$ cat src/rtl/fmul_rr_sched_if.sv
// Signal bundle between fmul_rr_sched, its N_REQ requesters and the shared fmul.
// The scheduler takes the slave view; the requesters plus fmul together form the master side.
interface fmul_rr_sched_if #(
  parameter int N_REQ = 4
) ();
  logic [N_REQ-1:0]    req;
  logic [16*N_REQ-1:0] req_a;
  logic [16*N_REQ-1:0] req_b;
  logic [N_REQ-1:0]    resp_valid;
  logic [15:0]         resp_f;
  logic                resp_v;
  logic                resp_err;
  logic                busy;
  logic [2:0]          grant_id;
  logic                mul_reset;
  logic                mul_enable;
  logic [15:0]         mul_f1;
  logic [15:0]         mul_f2;
  logic                mul_done;
  logic                mul_v;
  logic [15:0]         mul_f;

  modport slave (
    input  req, req_a, req_b, mul_done, mul_v, mul_f,
    output resp_valid, resp_f, resp_v, resp_err, busy, grant_id,
           mul_reset, mul_enable, mul_f1, mul_f2
  );

  modport master (
    output req, req_a, req_b, mul_done, mul_v, mul_f,
    input  resp_valid, resp_f, resp_v, resp_err, busy, grant_id,
           mul_reset, mul_enable, mul_f1, mul_f2
  );
endinterface

$ cat src/rtl/fmul_rr_sched.sv
// Round-robin scheduler sharing one FP16 fmul among N_REQ requesters.
// Define FMUL_SAT_EN to return a signed +/-65504 result on overflow instead of zero.
module fmul_rr_sched #(
  parameter int N_REQ   = 4,
  parameter int TIMEOUT = 64,
  parameter int CLR_CYC = 2
) (
  input  logic           clk,
  input  logic           reset,
  fmul_rr_sched_if.slave bus
);
  localparam int IW = (N_REQ > 1) ? $clog2(N_REQ) : 1;
  localparam int WW = $clog2(TIMEOUT + 1);
  localparam int CW = $clog2(CLR_CYC + 1);
  localparam logic [WW-1:0] WAIT_LAST = WW'(TIMEOUT - 1);
  localparam logic [CW-1:0] CLR_LAST  = CW'(CLR_CYC - 1);

  typedef enum logic [2:0] {CLR, IDLE, ISSUE, WAIT, RESP} state_t;

  state_t                 state;
  logic [IW-1:0]          rr_ptr;
  logic [IW-1:0]          gnt;
  logic [WW-1:0]          wait_cnt;
  logic [CW-1:0]          clr_cnt;
  logic [N_REQ-1:0]       resp_valid_r;
  logic [15:0]            resp_f_r;
  logic                   resp_v_r;
  logic                   resp_err_r;
  logic                   busy_r;
  logic                   mul_reset_r;
  logic                   mul_enable_r;
  logic [15:0]            mul_f1_r;
  logic [15:0]            mul_f2_r;
  logic [N_REQ-1:0][15:0] a_vec;
  logic [N_REQ-1:0][15:0] b_vec;
  logic                   pick_any;
  logic [IW-1:0]          pick_idx;
  logic                   wait_exit;
  logic [15:0]            exit_f;
  logic                   exit_v;
  logic                   exit_err;
  logic [15:0]            ovf_f;

  assign a_vec = bus.req_a;
  assign b_vec = bus.req_b;

`ifdef FMUL_SAT_EN
  assign ovf_f = {mul_f1_r[15] ^ mul_f2_r[15], 15'h7BFF};
`else
  assign ovf_f = 16'h0000;
`endif

  // Scan downwards so the candidate closest after rr_ptr is the one that sticks.
  always_comb begin
    pick_any = 1'b0;
    pick_idx = '0;
    for (int k = N_REQ; k >= 1; k--) begin
      if (bus.req[IW'((int'(rr_ptr) + k) % N_REQ)]) begin
        pick_any = 1'b1;
        pick_idx = IW'((int'(rr_ptr) + k) % N_REQ);
      end
    end
  end

  always_comb begin
    wait_exit = 1'b1;
    exit_f    = 16'h0000;
    exit_v    = 1'b0;
    exit_err  = 1'b0;
    if (bus.mul_done) begin
      exit_f = bus.mul_f;
    end else if (bus.mul_v) begin
      exit_v = 1'b1;
      exit_f = ovf_f;
    end else if (wait_cnt == WAIT_LAST) begin
      exit_err = 1'b1;
    end else begin
      wait_exit = 1'b0;
    end
  end

  always_ff @(posedge clk or negedge reset) begin
    if (!reset) begin
      state        <= CLR;
      clr_cnt      <= '0;
      mul_reset_r  <= 1'b1;
      rr_ptr       <= IW'(N_REQ - 1);
      gnt          <= '0;
      wait_cnt     <= '0;
      resp_valid_r <= '0;
      resp_f_r     <= 16'h0000;
      resp_v_r     <= 1'b0;
      resp_err_r   <= 1'b0;
      mul_enable_r <= 1'b0;
      mul_f1_r     <= 16'h0000;
      mul_f2_r     <= 16'h0000;
      busy_r       <= 1'b1;
    end else begin
      case (state)
        CLR: begin
          if (clr_cnt == CLR_LAST) begin
            mul_reset_r <= 1'b0;
            busy_r      <= 1'b0;
            state       <= IDLE;
          end else begin
            clr_cnt <= clr_cnt + 1'b1;
          end
        end
        IDLE: begin
          if (pick_any) begin
            gnt          <= pick_idx;
            rr_ptr       <= pick_idx;
            mul_f1_r     <= a_vec[pick_idx];
            mul_f2_r     <= b_vec[pick_idx];
            mul_enable_r <= 1'b1;
            busy_r       <= 1'b1;
            state        <= ISSUE;
          end
        end
        ISSUE: begin
          mul_enable_r <= 1'b0;
          wait_cnt     <= '0;
          state        <= WAIT;
        end
        WAIT: begin
          if (wait_exit) begin
            resp_valid_r <= N_REQ'(1) << gnt;
            resp_f_r     <= exit_f;
            resp_v_r     <= exit_v;
            resp_err_r   <= exit_err;
            state        <= RESP;
          end else begin
            wait_cnt <= wait_cnt + 1'b1;
          end
        end
        RESP: begin
          resp_valid_r <= '0;
          resp_f_r     <= 16'h0000;
          resp_v_r     <= 1'b0;
          resp_err_r   <= 1'b0;
          mul_reset_r  <= 1'b1;
          clr_cnt      <= '0;
          state        <= CLR;
        end
        default: begin
          mul_reset_r <= 1'b1;
          clr_cnt     <= '0;
          state       <= CLR;
        end
      endcase
    end
  end

  assign bus.resp_valid = resp_valid_r;
  assign bus.resp_f     = resp_f_r;
  assign bus.resp_v     = resp_v_r;
  assign bus.resp_err   = resp_err_r;
  assign bus.busy       = busy_r;
  assign bus.grant_id   = 3'(gnt);
  assign bus.mul_reset  = mul_reset_r;
  assign bus.mul_enable = mul_enable_r;
  assign bus.mul_f1     = mul_f1_r;
  assign bus.mul_f2     = mul_f2_r;
endmodule

$ cat src/flat_wrapper.sv
// flat-port wrapper written by rule: the top's interface ports become plain ports
module fmul_rr_sched_flat 
#(
  parameter int N_REQ   = 4,
  parameter int TIMEOUT = 64,
  parameter int CLR_CYC = 2
)
  (clk, reset, bus_req, bus_req_a, bus_req_b, bus_mul_done, bus_mul_v, bus_mul_f, bus_resp_valid, bus_resp_f, bus_resp_v, bus_resp_err, bus_busy, bus_grant_id, bus_mul_reset, bus_mul_enable, bus_mul_f1, bus_mul_f2);
  fmul_rr_sched_if #(.N_REQ(N_REQ)) bus_i ();
  input  logic clk;
  input  logic reset;
  input wire logic [$bits(bus_i.req)-1:0] bus_req;
  input wire logic [$bits(bus_i.req_a)-1:0] bus_req_a;
  input wire logic [$bits(bus_i.req_b)-1:0] bus_req_b;
  input wire logic [$bits(bus_i.mul_done)-1:0] bus_mul_done;
  input wire logic [$bits(bus_i.mul_v)-1:0] bus_mul_v;
  input wire logic [$bits(bus_i.mul_f)-1:0] bus_mul_f;
  output wire logic [$bits(bus_i.resp_valid)-1:0] bus_resp_valid;
  output wire logic [$bits(bus_i.resp_f)-1:0] bus_resp_f;
  output wire logic [$bits(bus_i.resp_v)-1:0] bus_resp_v;
  output wire logic [$bits(bus_i.resp_err)-1:0] bus_resp_err;
  output wire logic [$bits(bus_i.busy)-1:0] bus_busy;
  output wire logic [$bits(bus_i.grant_id)-1:0] bus_grant_id;
  output wire logic [$bits(bus_i.mul_reset)-1:0] bus_mul_reset;
  output wire logic [$bits(bus_i.mul_enable)-1:0] bus_mul_enable;
  output wire logic [$bits(bus_i.mul_f1)-1:0] bus_mul_f1;
  output wire logic [$bits(bus_i.mul_f2)-1:0] bus_mul_f2;
  assign bus_i.req = bus_req;
  assign bus_i.req_a = bus_req_a;
  assign bus_i.req_b = bus_req_b;
  assign bus_i.mul_done = bus_mul_done;
  assign bus_i.mul_v = bus_mul_v;
  assign bus_i.mul_f = bus_mul_f;
  assign bus_resp_valid = bus_i.resp_valid;
  assign bus_resp_f = bus_i.resp_f;
  assign bus_resp_v = bus_i.resp_v;
  assign bus_resp_err = bus_i.resp_err;
  assign bus_busy = bus_i.busy;
  assign bus_grant_id = bus_i.grant_id;
  assign bus_mul_reset = bus_i.mul_reset;
  assign bus_mul_enable = bus_i.mul_enable;
  assign bus_mul_f1 = bus_i.mul_f1;
  assign bus_mul_f2 = bus_i.mul_f2;
  fmul_rr_sched #(.N_REQ(N_REQ), .TIMEOUT(TIMEOUT), .CLR_CYC(CLR_CYC)) u_core (.clk(clk), .reset(reset), .bus(bus_i));
endmodule
$ cat config.mk
export PLATFORM = sky130hd
export DESIGN_NAME = fmul_rr_sched_flat
export DESIGN_NICKNAME = d
export VERILOG_FILES = /design/src/rtl/fmul_rr_sched_if.sv /design/src/rtl/fmul_rr_sched.sv /design/src/flat_wrapper.sv
export SDC_FILE = /design/constraint.sdc
export NUM_CORES = 1
export LEC_CHECK = 0
export CAP_MARGIN = 10
export CORE_ASPECT_RATIO = 0.5
export CORE_MARGIN = 2
export CORE_UTILIZATION = 30
export DETAILED_ROUTE_END_ITERATION = 10
export HOLD_SLACK_MARGIN = 0.03
export PLACE_DENSITY = 0.61
export SLEW_MARGIN = 20
export SYNTH_ARGS = -nofsm -noshare
export SYNTH_HDL_FRONTEND = slang
export SYNTH_SLANG_ARGS = --single-unit
$ cat constraint.sdc
create_clock -name clk -period 3 [get_ports clk]
set_input_delay 0.6 -clock clk [delete_from_list [all_inputs] [get_ports clk]]
set_output_delay 0.6 -clock clk [all_outputs]
set_load 0.02 [all_outputs]
==> run metrics, run 1 <==
worst-path maximum fanout 19; IO Count 212; fmax 397 MHz; Avg Cell Area, Syn 9.99 um2; Area growth syn-to-layout 61.5%; Sink Count 73; layout net count 766; largest net degree at the start of global routing 74; Rows 30; Die W 171 um; DRT Pass-1 Iters 6; core area 0.0136 mm2; Fin. Hold Viols 0; outcome finished, final reports clean; CTS Buf Count 9; placed cell count 793; CTS root buf clkbuf_16; Yosys reg bits 73; Setup Buffers After CTS 0; design area 0.00678 mm2; Routed WL per cell 18.0 um; Max Root-Sink Buffers 2; Startpoint Class input port; post_cts resized 0; Post-synth EDFFs 0; R2R Setup Slk 0.82 ns; Syn Inst Count 420; via/cell ratio 5.11; DRT antenna net count 0; Synth Area in Compound Gates 0.248; Mapped Area 0.00419 mm2; period utilization 0.840; Detail Placement HPWL 10,300 um; 1st-iter DRT viols 304; Yosys cell types 44; initial antenna violation count 0; largest family of logic cells by synthesized area compound AO/OA/AOI/OAI gates; Port Buffer Count 210; Synth Flop Type dfrtp_1; worst-skew pair later-pin latency 0.33 ns; WP data arrival 2.76 ns; residual DRC count 0; Slew headroom 0.356; gr ovfl total 0; critical path endpoint category register; Total Routing Usage GR 0.196; WP data required 3.24 ns; Final GP Congestion 0.775; Hold Path Class input port to async pin; Post-Synth Adder-Cell Area 0.00597; Layout Cells excl Fill 809; clock-pin slew on the worst setup and hold paths 0.06 ns; Starting Density 0.309; Peak VDD IR 0.388 mV; fraction of layout cells with a size suffix above 1 0.0697; hold_buf cts 0; setup TNS 0 ns; WS Path Type input port to register; CTS tree yes; Post-Route WL 14,600 um; H-tree lvl count 3; number of setup violations in the final report 0; Worst Tran Pin Value 0.966 ns; fin. max-slew vios 0; Max Cap Violations 0; die area 0.0150 mm2; XOR/XNOR Fraction of Synth Area 0.00835; ys async rst share 1.00; ANT cells 0; Lkg Pwr 0.00276 uW; unrepaired setup endpoints after global routing no; worst slack, placed 0.150 ns; worst setup margin 0.481 ns; mux share of post-synthesis cell area 0.0788; vias in the first global route 4,200; vias post-DR 4,133; first-pass GRT wire length 22,800 um; min cycle time layout 2.52 ns; Yosys warning count 0; Synth Net Count 574; Simple-Gate Fraction of Synth Area 0.163; Die Span Y 87.6 um; Layout Skew 0.00744 ns; Seq/Total Area, Yosys 0.437; dpl cell area 0.00642 mm2; pwr dens 899 mW/mm2
-- state kept, by name, indices dropped and copies added, names as in the netlist --
signal / count
u_core.bus.mul_f1: 16
u_core.bus.mul_f2: 16
u_core.bus.resp_f: 16
u_core.wait_cnt: 7
u_core.bus.resp_valid: 4
u_core.state: 3
u_core.clr_cnt: 2
u_core.gnt: 2
u_core.rr_ptr: 2
u_core.bus.busy: 1
u_core.bus.mul_enable: 1
u_core.bus.mul_reset: 1
u_core.bus.resp_err: 1
u_core.bus.resp_v: 1
-- stage by stage --
step                      total power, uW  hold slack [ns]   util
after floorplan                      3550            0.304      -
after global placement               4820            0.475  0.472
after detailed placement             4870            0.483  0.472
after CTS                            6140            0.469  0.498
after global routing                 6470            0.517  0.499
final                                6090            0.421  0.499
-- worst paths after layout --
kind,endpoint,startpoint,cells past startpoint
setup / recovery,u_core.bus.mul_f2[1],bus_req[1],7
hold / removal,u_core.wait_cnt[0],reset,1
setup reg to reg,u_core.bus.mul_f2[1],u_core.rr_ptr[1],5
hold reg to reg,u_core.bus.resp_v,u_core.bus.resp_v,1
max in group asynchronous,u_core.bus.resp_f[3],reset,1
min in group clk,u_core.bus.resp_v,u_core.bus.resp_v,1
-- report_power, final --
group          leakage, uW  total, uW  switching, uW  internal (uW)
Combinational      0.00167       3110           1620           1490
Sequential        0.000922       1730            298           1430
Clock             0.000163       1250            432            817
-- final cells by class --
cell class | instances | area, um2
fillers | 1280 | 6810
repair buffers | 222 | 2190
multi-input cells | 301 | 2150
flip-flops and latches | 73 | 1830
well taps | 192 | 240
clock buffers | 10 | 229
clock inverters | 6 | 115
inverters | 5 | 18.8
-- layout by cell type (no fill, tap or decap), types with 5 or more instances in the layout --
cell,netlist,final
a22o_1,16,16
inv_1,5,5
clkbuf_16,0,9
o31a_1,32,32
nor3_1,6,5
nand2_1,45,45
a32o_1,6,6
mux2i_1,33,33
a21oi_1,8,7
o21ai_1,5,5
clkdlybuf4s50_1,0,209
dfrtp_1,69,69
o211ai_1,31,31
and4_1,32,32
nor2_1,16,16
buf_4,2,13
o21ai_0,33,31
-- worst max-delay path, stage by stage --
cell	delay (ns)
clkdlybuf4s50_1	0.61
nor2_1	0.08
or3b_1	0.41
a21oi_2	0.50
buf_4	0.33
o21ai_0	0.12
o211ai_1	0.10
-- cells by family (layout without fill, tap and decap cells) --
| group | after synthesis | count (layout) |
|---|---|---|
| mux | 33 | 33 |
| buf+inv | 46 | 243 |
| simple gates | 119 | 119 |
| compound gates | 142 | 142 |
| other cells | 1 | 1 |
| xor+xnor | 4 | 4 |
| fa+ha+maj | 2 | 2 |
| flops | 73 | 73 |
-- metal layers --
| layer | part of all wire | global-route usage | vias to the layer above |
|---|---|---|---|
| li1 | - | - | 1980 |
| met1 | 0.43 | 0.243 | 2040 |
| met2 | 0.51 | 0.347 | 93 |
| met3 | 0.040 | 0.0398 | 20 |
| met4 | 0.019 | 0.0616 | 0 |
| met5 | 0 | 0 | - |
-- cell usage after synthesis (2+ instances only) --
library cell  count  share of area
ha_1              2         0.0060
inv_1             5         0.0045
o21ai_0          33          0.039
nand2b_1          2         0.0030
buf_2             8         0.0095
buf_6             7          0.019
o21ai_1           5         0.0060
clkbuf_1         24          0.021
nand3_1           4         0.0048
and4_1           32          0.067
o211ai_1         31          0.055
nor2b_1           2         0.0030
a21oi_1           8         0.0095
a22o_1           16          0.033
o311a_1           2         0.0048
o31a_1           32          0.067
dfstp_2           4          0.025
o21a_1            2         0.0036
a21o_1            2         0.0036
nor2_1           16          0.014
dfrtp_1          69           0.41
a32o_1            6          0.014
and2_1            2         0.0030
xnor2_1           4         0.0084
nor3_1            6         0.0072
buf_4             2         0.0036
nand2_1          45          0.040
mux2i_1          33          0.079
No activity file was read; power rests on OpenSTA's default activity.
==> inputs of run 2 (changes only) <==
==> constraint.sdc (replaced) <==
create_clock -name clk -period 2.6 [get_ports clk]
set_input_delay 0.52 -clock clk [delete_from_list [all_inputs] [get_ports clk]]
set_output_delay 0.52 -clock clk [all_outputs]
set_load 0.02 [all_outputs]
==> run metrics, run 2 (same netlist as run 1, synthesis figures left out) <==
outcome finished, final reports clean (unchanged); min cycle time layout 2.10 ns; Layout Cells excl Fill 819 (was 809); Port Buffer Count 210 (unchanged); critical path endpoint category register (unchanged); Setup Buffers After CTS 0 (unchanged); slowest cell on the critical path clkdlybuf4s50_1 (unchanged); Area growth syn-to-layout 62.8% (was 61.5%); Post-Route WL 14,700 um (was 14,600 um); ANT cells 0 (unchanged); Peak VDD IR 0.445 mV (was 0.388 mV); Hold Path Class input port to async pin (unchanged); WS Path Type input port to register (unchanged); WP data arrival 2.32 ns (was 2.76 ns); CTS tree yes (unchanged); die area 0.0150 mm2 (unchanged); Max Cap Violations 0 (unchanged); pwr dens 1010 mW/mm2 (was 899 mW/mm2); largest net degree at the start of global routing 45 (was 74); Filler cells 1,282 (was 1,280); vias in the first global route 4,169 (was 4,200); Total Routing Usage GR 0.199 (was 0.196); fraction of layout cells with a size suffix above 1 0.0861 (was 0.0697); 1st-iter DRT viols 212 (was 304); Reg area 0.00183 mm2 (unchanged); fmax 475 MHz; commonest non-fill, non-tap cells in the layout 209 x clkdlybuf4s50_1, 69 x dfrtp_1, 45 x nand2_1, 33 x mux2i_1 (unchanged); Die Span Y 87.6 um (unchanged); Routed WL per cell 17.9 um (was 18.0 um); residual DRC count 0 (unchanged); Layout Skew 0.00957 ns (was 0.00744 ns); Worst Tran Pin Value 0.736 ns (was 0.966 ns); DRT Pass-1 Iters 4 (was 6); DRT antenna net count 0 (unchanged); R2R Path Start u_core.wait_cnt[0] (was u_core.rr_ptr[1]); worst-path maximum fanout 17 (was 19); Detail Placement HPWL 10,600 um (was 10,300 um); post-layout util 0.503 (was 0.499); cell chain of the critical path clkdlybuf4s50_1 > nor2b_1 > o21a_1 > nor3_2 > buf_4 > mux2i_1 > o211ai_1 (was clkdlybuf4s50_1 > nor2_1 > or3b_1 > a21oi_2 > buf_4 > o21ai_0 > o211ai_1); vias post-DR 4,140 (was 4,133); hold_buf cts 0 (unchanged); layout net count 776 (was 766); CTS Buf Count 9 (unchanged); Startpoint Class input port (unchanged); unrepaired setup endpoints after global routing no (unchanged); worst-skew pair later-pin latency 0.34 ns (was 0.33 ns); Fin. Hold Viols 0 (unchanged); R2R Setup Slk 0.54 ns (was 0.82 ns); first-pass GRT wire length 23,100 um (was 22,800 um); placed cell count 803 (was 793); core area 0.0136 mm2 (unchanged); H-tree lvl count 3 (unchanged); R2R Path End u_core.bus.resp_f[7] (was u_core.bus.mul_f2[1]); Starting Density 0.309 (unchanged); IO Count 212 (unchanged); period utilization 0.809; post_cts resized 0 (unchanged); CTS root buf clkbuf_16 (unchanged); Die W 171 um (unchanged); gr ovfl total 0 (unchanged); Rows 30 (unchanged); worst reg2reg path depth 7 (was 5); slowest stage delay, CP 0.45 ns (was 0.61 ns); area of the multi-input gates 0.00215 mm2 (unchanged); Sink Count 73 (unchanged); Lkg Pwr 0.00279 uW (was 0.00276 uW); initial antenna violation count 0 (unchanged); clock-pin slew on the worst setup and hold paths 0.06 ns (about the same); fin. max-slew vios 0 (unchanged); WP data required 2.81 ns (was 3.24 ns); Slew headroom 0.508 (was 0.356); via/cell ratio 5.05 (was 5.11); number of setup violations in the final report 0 (unchanged); Final GP Congestion 0.778 (was 0.775); most common cell after layout, fill and taps aside clkdlybuf4s50_1 (unchanged); Max Root-Sink Buffers 2 (unchanged)
-- run 2: cell types whose count changed in the layout (fill, tap and decap cells not counted) --
cell	change
buf_12	+3
buf_4	+7
bufinv_16	-3
clkbuf_1	-1
clkinv_4	-1
clkinvlp_4	+2
inv_6	+2
inv_8	+1
-- run 2: layout make-up --
cell class,count,area share
Timing Repair Buffer,232,0.337
Clock inverter,7,0.00879
Multi-Input combinational cell,301,0.315
Sequential cell,73,0.268
Clock buffer,9,0.0330
Tap cell,192,0.0352
Inverter,5,0.00275
-- run 2: critical path, delay by kind of cell --
kind                   cells  cell delay, ns
buffers and inverters      2            0.77
AO/OA/AOI/OAI              2            0.33
multiplexers               1            0.30
AND/OR/NAND/NOR            2            0.38
-- run 2: layer usage --
layer	vias up	part of all wire	global-route usage
li1	2003	-	-
met1	2035	0.46	0.262
met2	84	0.49	0.339
met3	18	0.032	0.0389
met4	0	0.016	0.0532
met5	-	0	0
-- run 2: per-stage QoR --
stage | total power (uW) | setup WS [ns] | instance area (um2) | hold slack (ns) | setup TNS, ns
2_1_floorplan | 4090 | 0.699 | 4190 | 0.224 | 0
3_3_place_gp | 5650 | -0.00300 | 6530 | 0.479 | -0.00545
3_5_place_dp | 5690 | -0.0297 | 6530 | 0.485 | -0.196
4_1_cts | 6940 | 0.327 | 6810 | 0.134 | 0
5_1_grt | 7320 | 0.352 | 6830 | 0.153 | 0
6_report | 6880 | 0.496 | 6830 | 0.133 | 0
-- run 2: power by group --
part	total [uW]	internal, uW	leakage (uW)	switching (uW)
Clock	1210	663	0.000131	548
Sequential	1990	1650	0.000922	334
Combinational	3680	1790	0.00173	1890
-- run 2: worst max path at each step --
stage	startpoint	endpoint	slack, ns	depth (start not counted)
global route	bus_req[3]	u_core.bus.mul_f2[2]	0.35	7
CTS	bus_req[3]	u_core.bus.mul_f1[9]	0.33	6
finish	bus_req[3]	u_core.bus.mul_f2[6]	0.50	7
global placement	bus_req[3]	u_core.bus.mul_f1[3]	-0.003	6
detailed placement	bus_req[3]	u_core.bus.mul_f1[9]	-0.03	6
floorplan	bus_req[1]	u_core.bus.mul_f1[1]	0.70	7
==> inputs of run 3 (changes only) <==
--- a/config.mk
+++ b/config.mk
@@ -11,7 +11,7 @@
 export CORE_UTILIZATION = 30
 export DETAILED_ROUTE_END_ITERATION = 10
 export HOLD_SLACK_MARGIN = 0.03
-export PLACE_DENSITY = 0.61
+export PLACE_DENSITY = 0.63
 export SLEW_MARGIN = 20
 export SYNTH_ARGS = -nofsm -noshare
 export SYNTH_HDL_FRONTEND = slang
==> constraint.sdc (replaced) <==
create_clock -name clk -period 1.85 [get_ports clk]
set_input_delay 0.37 -clock clk [delete_from_list [all_inputs] [get_ports clk]]
set_output_delay 0.37 -clock clk [all_outputs]
set_load 0.02 [all_outputs]
==> run metrics, run 3 (same netlist as run 1, synthesis figures left out) <==
fraction of layout cells with a size suffix above 1 0.143 (was 0.0861); CP Buf/Inv Count 2 (unchanged); hold-critical path depth 1; Final GP Congestion 0.824 (was 0.778); layout net count 805 (was 776); Port Buffer Count 210 (unchanged); CTS Buf Count 9 (unchanged); residual DRC count 0 (unchanged); Sink Count 73 (unchanged); critical path endpoint category register (unchanged); worst reg2reg path depth 7 (unchanged); unrepaired setup endpoints after global routing yes (was no); setup TNS 0 ns (unchanged); core area 0.0136 mm2 (unchanged); Max Root-Sink Buffers 2 (unchanged); die area 0.0150 mm2 (unchanged); worst-skew pair later-pin latency 0.34 ns (about the same); R2R Path End u_core.bus.mul_f2[12] (was u_core.bus.resp_f[7]); H-tree lvl count 3 (unchanged); R2R Setup Slk 0.01 ns (was 0.54 ns); slowest stage delay, CP 0.58 ns (was 0.45 ns); Slew headroom 0.597 (was 0.508); gr ovfl total 0 (unchanged); 1st-iter DRT viols 237 (was 212); Die Span Y 87.6 um (unchanged); min cycle time layout 1.84 ns; fin. max-slew vios 0 (unchanged); commonest non-fill, non-tap cells in the layout 203 x clkdlybuf4s50_1, 69 x dfrtp_1, 45 x nand2_1, 33 x buf_4 (was 209 x clkdlybuf4s50_1, 69 x dfrtp_1, 45 x nand2_1, 33 x mux2i_1); WS Path Type register to register (was input port to register); period utilization 0.994; Area growth syn-to-layout 73.4% (was 62.8%); clock-pin slew on the worst setup and hold paths 0.06 ns (about the same); R2R Path Start u_core.rr_ptr[0] (was u_core.wait_cnt[0]); outcome finished, final reports clean (unchanged); cell chain of the critical path nor2b_4 > o21a_4 > nor3_4 > buf_6 > buf_12 > mux2i_2 > o211ai_1 (was clkdlybuf4s50_1 > nor2b_1 > o21a_1 > nor3_2 > buf_4 > mux2i_1 > o211ai_1); WP data arrival 2.05 ns (was 2.32 ns); number of setup violations in the final report 0 (unchanged); fmax 544 MHz; Total Routing Usage GR 0.198 (was 0.199); Rows 30 (unchanged); Starting Density 0.309 (unchanged); Hold Path Class register to register (was input port to async pin); Die W 171 um (unchanged); slowest cell on the critical path dfstp_2 (was clkdlybuf4s50_1); DRT antenna net count 0 (unchanged); Startpoint Class register (was input port); Post-Route WL 15,100 um (was 14,700 um); CTS tree yes (unchanged); Min-Delay Startpoint u_core.bus.resp_err; Max Cap Violations 0 (unchanged); Lkg Pwr 0.00303 uW (was 0.00279 uW); IO Count 212 (unchanged); worst-path maximum fanout 8 (was 17); WP data required 2.06 ns (was 2.81 ns); Routed WL per cell 17.8 um (was 17.9 um); CTS root buf clkbuf_16 (unchanged); pwr dens 1420 mW/mm2 (was 1010 mW/mm2); DRT Pass-1 Iters 4 (unchanged); vias post-DR 4,261 (was 4,140); largest net degree at the start of global routing 38 (was 45); via/cell ratio 5.02 (was 5.05); vias in the first global route 4,394 (was 4,169); delay-heaviest family, CP flip-flops (was buffers and inverters); Detail Placement HPWL 11,000 um (was 10,600 um); Endpoint, Worst Hold u_core.bus.resp_err; Peak VDD IR 0.657 mV (was 0.445 mV); Layout Skew 0.00703 ns (was 0.00957 ns); Fin. Hold Viols 0 (unchanged); WHS 0.497 ns (was 0.133 ns); initial antenna violation count 0 (unchanged); Worst Tran Pin Value 0.604 ns (was 0.736 ns); most common cell after layout, fill and taps aside clkdlybuf4s50_1 (unchanged); first-pass GRT wire length 22,900 um (was 23,100 um)
==> run 3: cell count changes in the layout (fill, tap and decap cells not counted), moves of 2 or more <==
cell	previous run	this run
clkdlybuf4s50_1	209	203
buf_12	3	9
o21ai_4	2	0
mux2i_4	0	2
o21ai_2	0	2
mux2i_2	0	4
dlymetal6s2s_1	0	3
buf_6	0	7
buf_4	20	33
clkinv_4	0	3
mux2i_1	33	27
dlygate4sd2_1	0	3
clkinvlp_4	3	0
==> run 3: worst reg2reg max path, cell delays in order (launching register included) <==
cell and delay, ns:
dfstp_2 0.58, nor2b_4 0.06, o21a_4 0.21, nor3_4 0.22
buf_6 0.16, buf_12 0.15, mux2i_2 0.21, o211ai_1 0.12
==> run 3: where the power goes <==
| part | leakage, uW | internal (uW) | switching (uW) |
|---|---|---|---|
| sequential | 0.000922 | 2330 | 452 |
| clock | 0.000150 | 1060 | 727 |
| combinational | 0.00196 | 2900 | 2830 |
==> run 3: timing repair <==
item / in CTS / in global routing
resized for setup: 13 / 30
pin swaps: 1 / 3
cloned: 2 / 1
setup buffers: 3 / 0
setup endpoints to repair: 34 / 50
hold buffers: 1 / 0
endpoints found under the hold margin: 30 / 0
==> run 3: how the worst max path moves through the flow <==
stage	end	depth (start not counted)	from	slack [ns]
after floorplan	u_core.bus.resp_f[0]	7	u_core.wait_cnt[0]	0.04
after global placement	u_core.bus.mul_f1[0]	7	bus_req[1]	-0.39
after detailed placement	u_core.bus.mul_f1[0]	7	bus_req[1]	-0.46
after CTS	u_core.bus.mul_f2[12]	8	bus_req[3]	0.005
after global routing	u_core.bus.mul_f2[12]	7	u_core.rr_ptr[0]	-0.07
final	u_core.bus.mul_f2[12]	7	u_core.rr_ptr[0]	0.01
==> run 3: final cells by class <==
| class | instances | area (um2) |
|---|---|---|
| antenna | 1 | 2.50 |
| clock buffer | 9 | 225 |
| clock inverter | 7 | 78.8 |
| fill | 1262 | 6320 |
| inverter | 5 | 18.8 |
| multi-input combinational | 301 | 2220 |
| sequential | 73 | 1830 |
| tap | 192 | 240 |
| timing repair buffer | 261 | 2650 |
==> run 3: per-layer routing <==
layer / vias up / global-route usage / wire length, um / share of wire
li1: 2063 / - / - / -
met3: 21 / 0.0393 / 491 / 0.033
met1: 2081 / 0.258 / 6800 / 0.45
met4: 0 / 0.0578 / 286 / 0.019
met2: 96 / 0.341 / 7510 / 0.50
met5: - / 0 / 0 / 0
==> run 3: through the flow <==
step                total power, uW  setup WS [ns]   util  cells  cell area [um2]
finish                        10300         0.0117  0.535    849             7270
global route                  10900        -0.0718  0.535    848             7270
CTS                           10100        0.00510  0.524    847             7130
detailed placement             8170         -0.463  0.496    825             6740
global placement               8080         -0.394  0.496    825             6740
floorplan                      5750         0.0445      -    420             4190
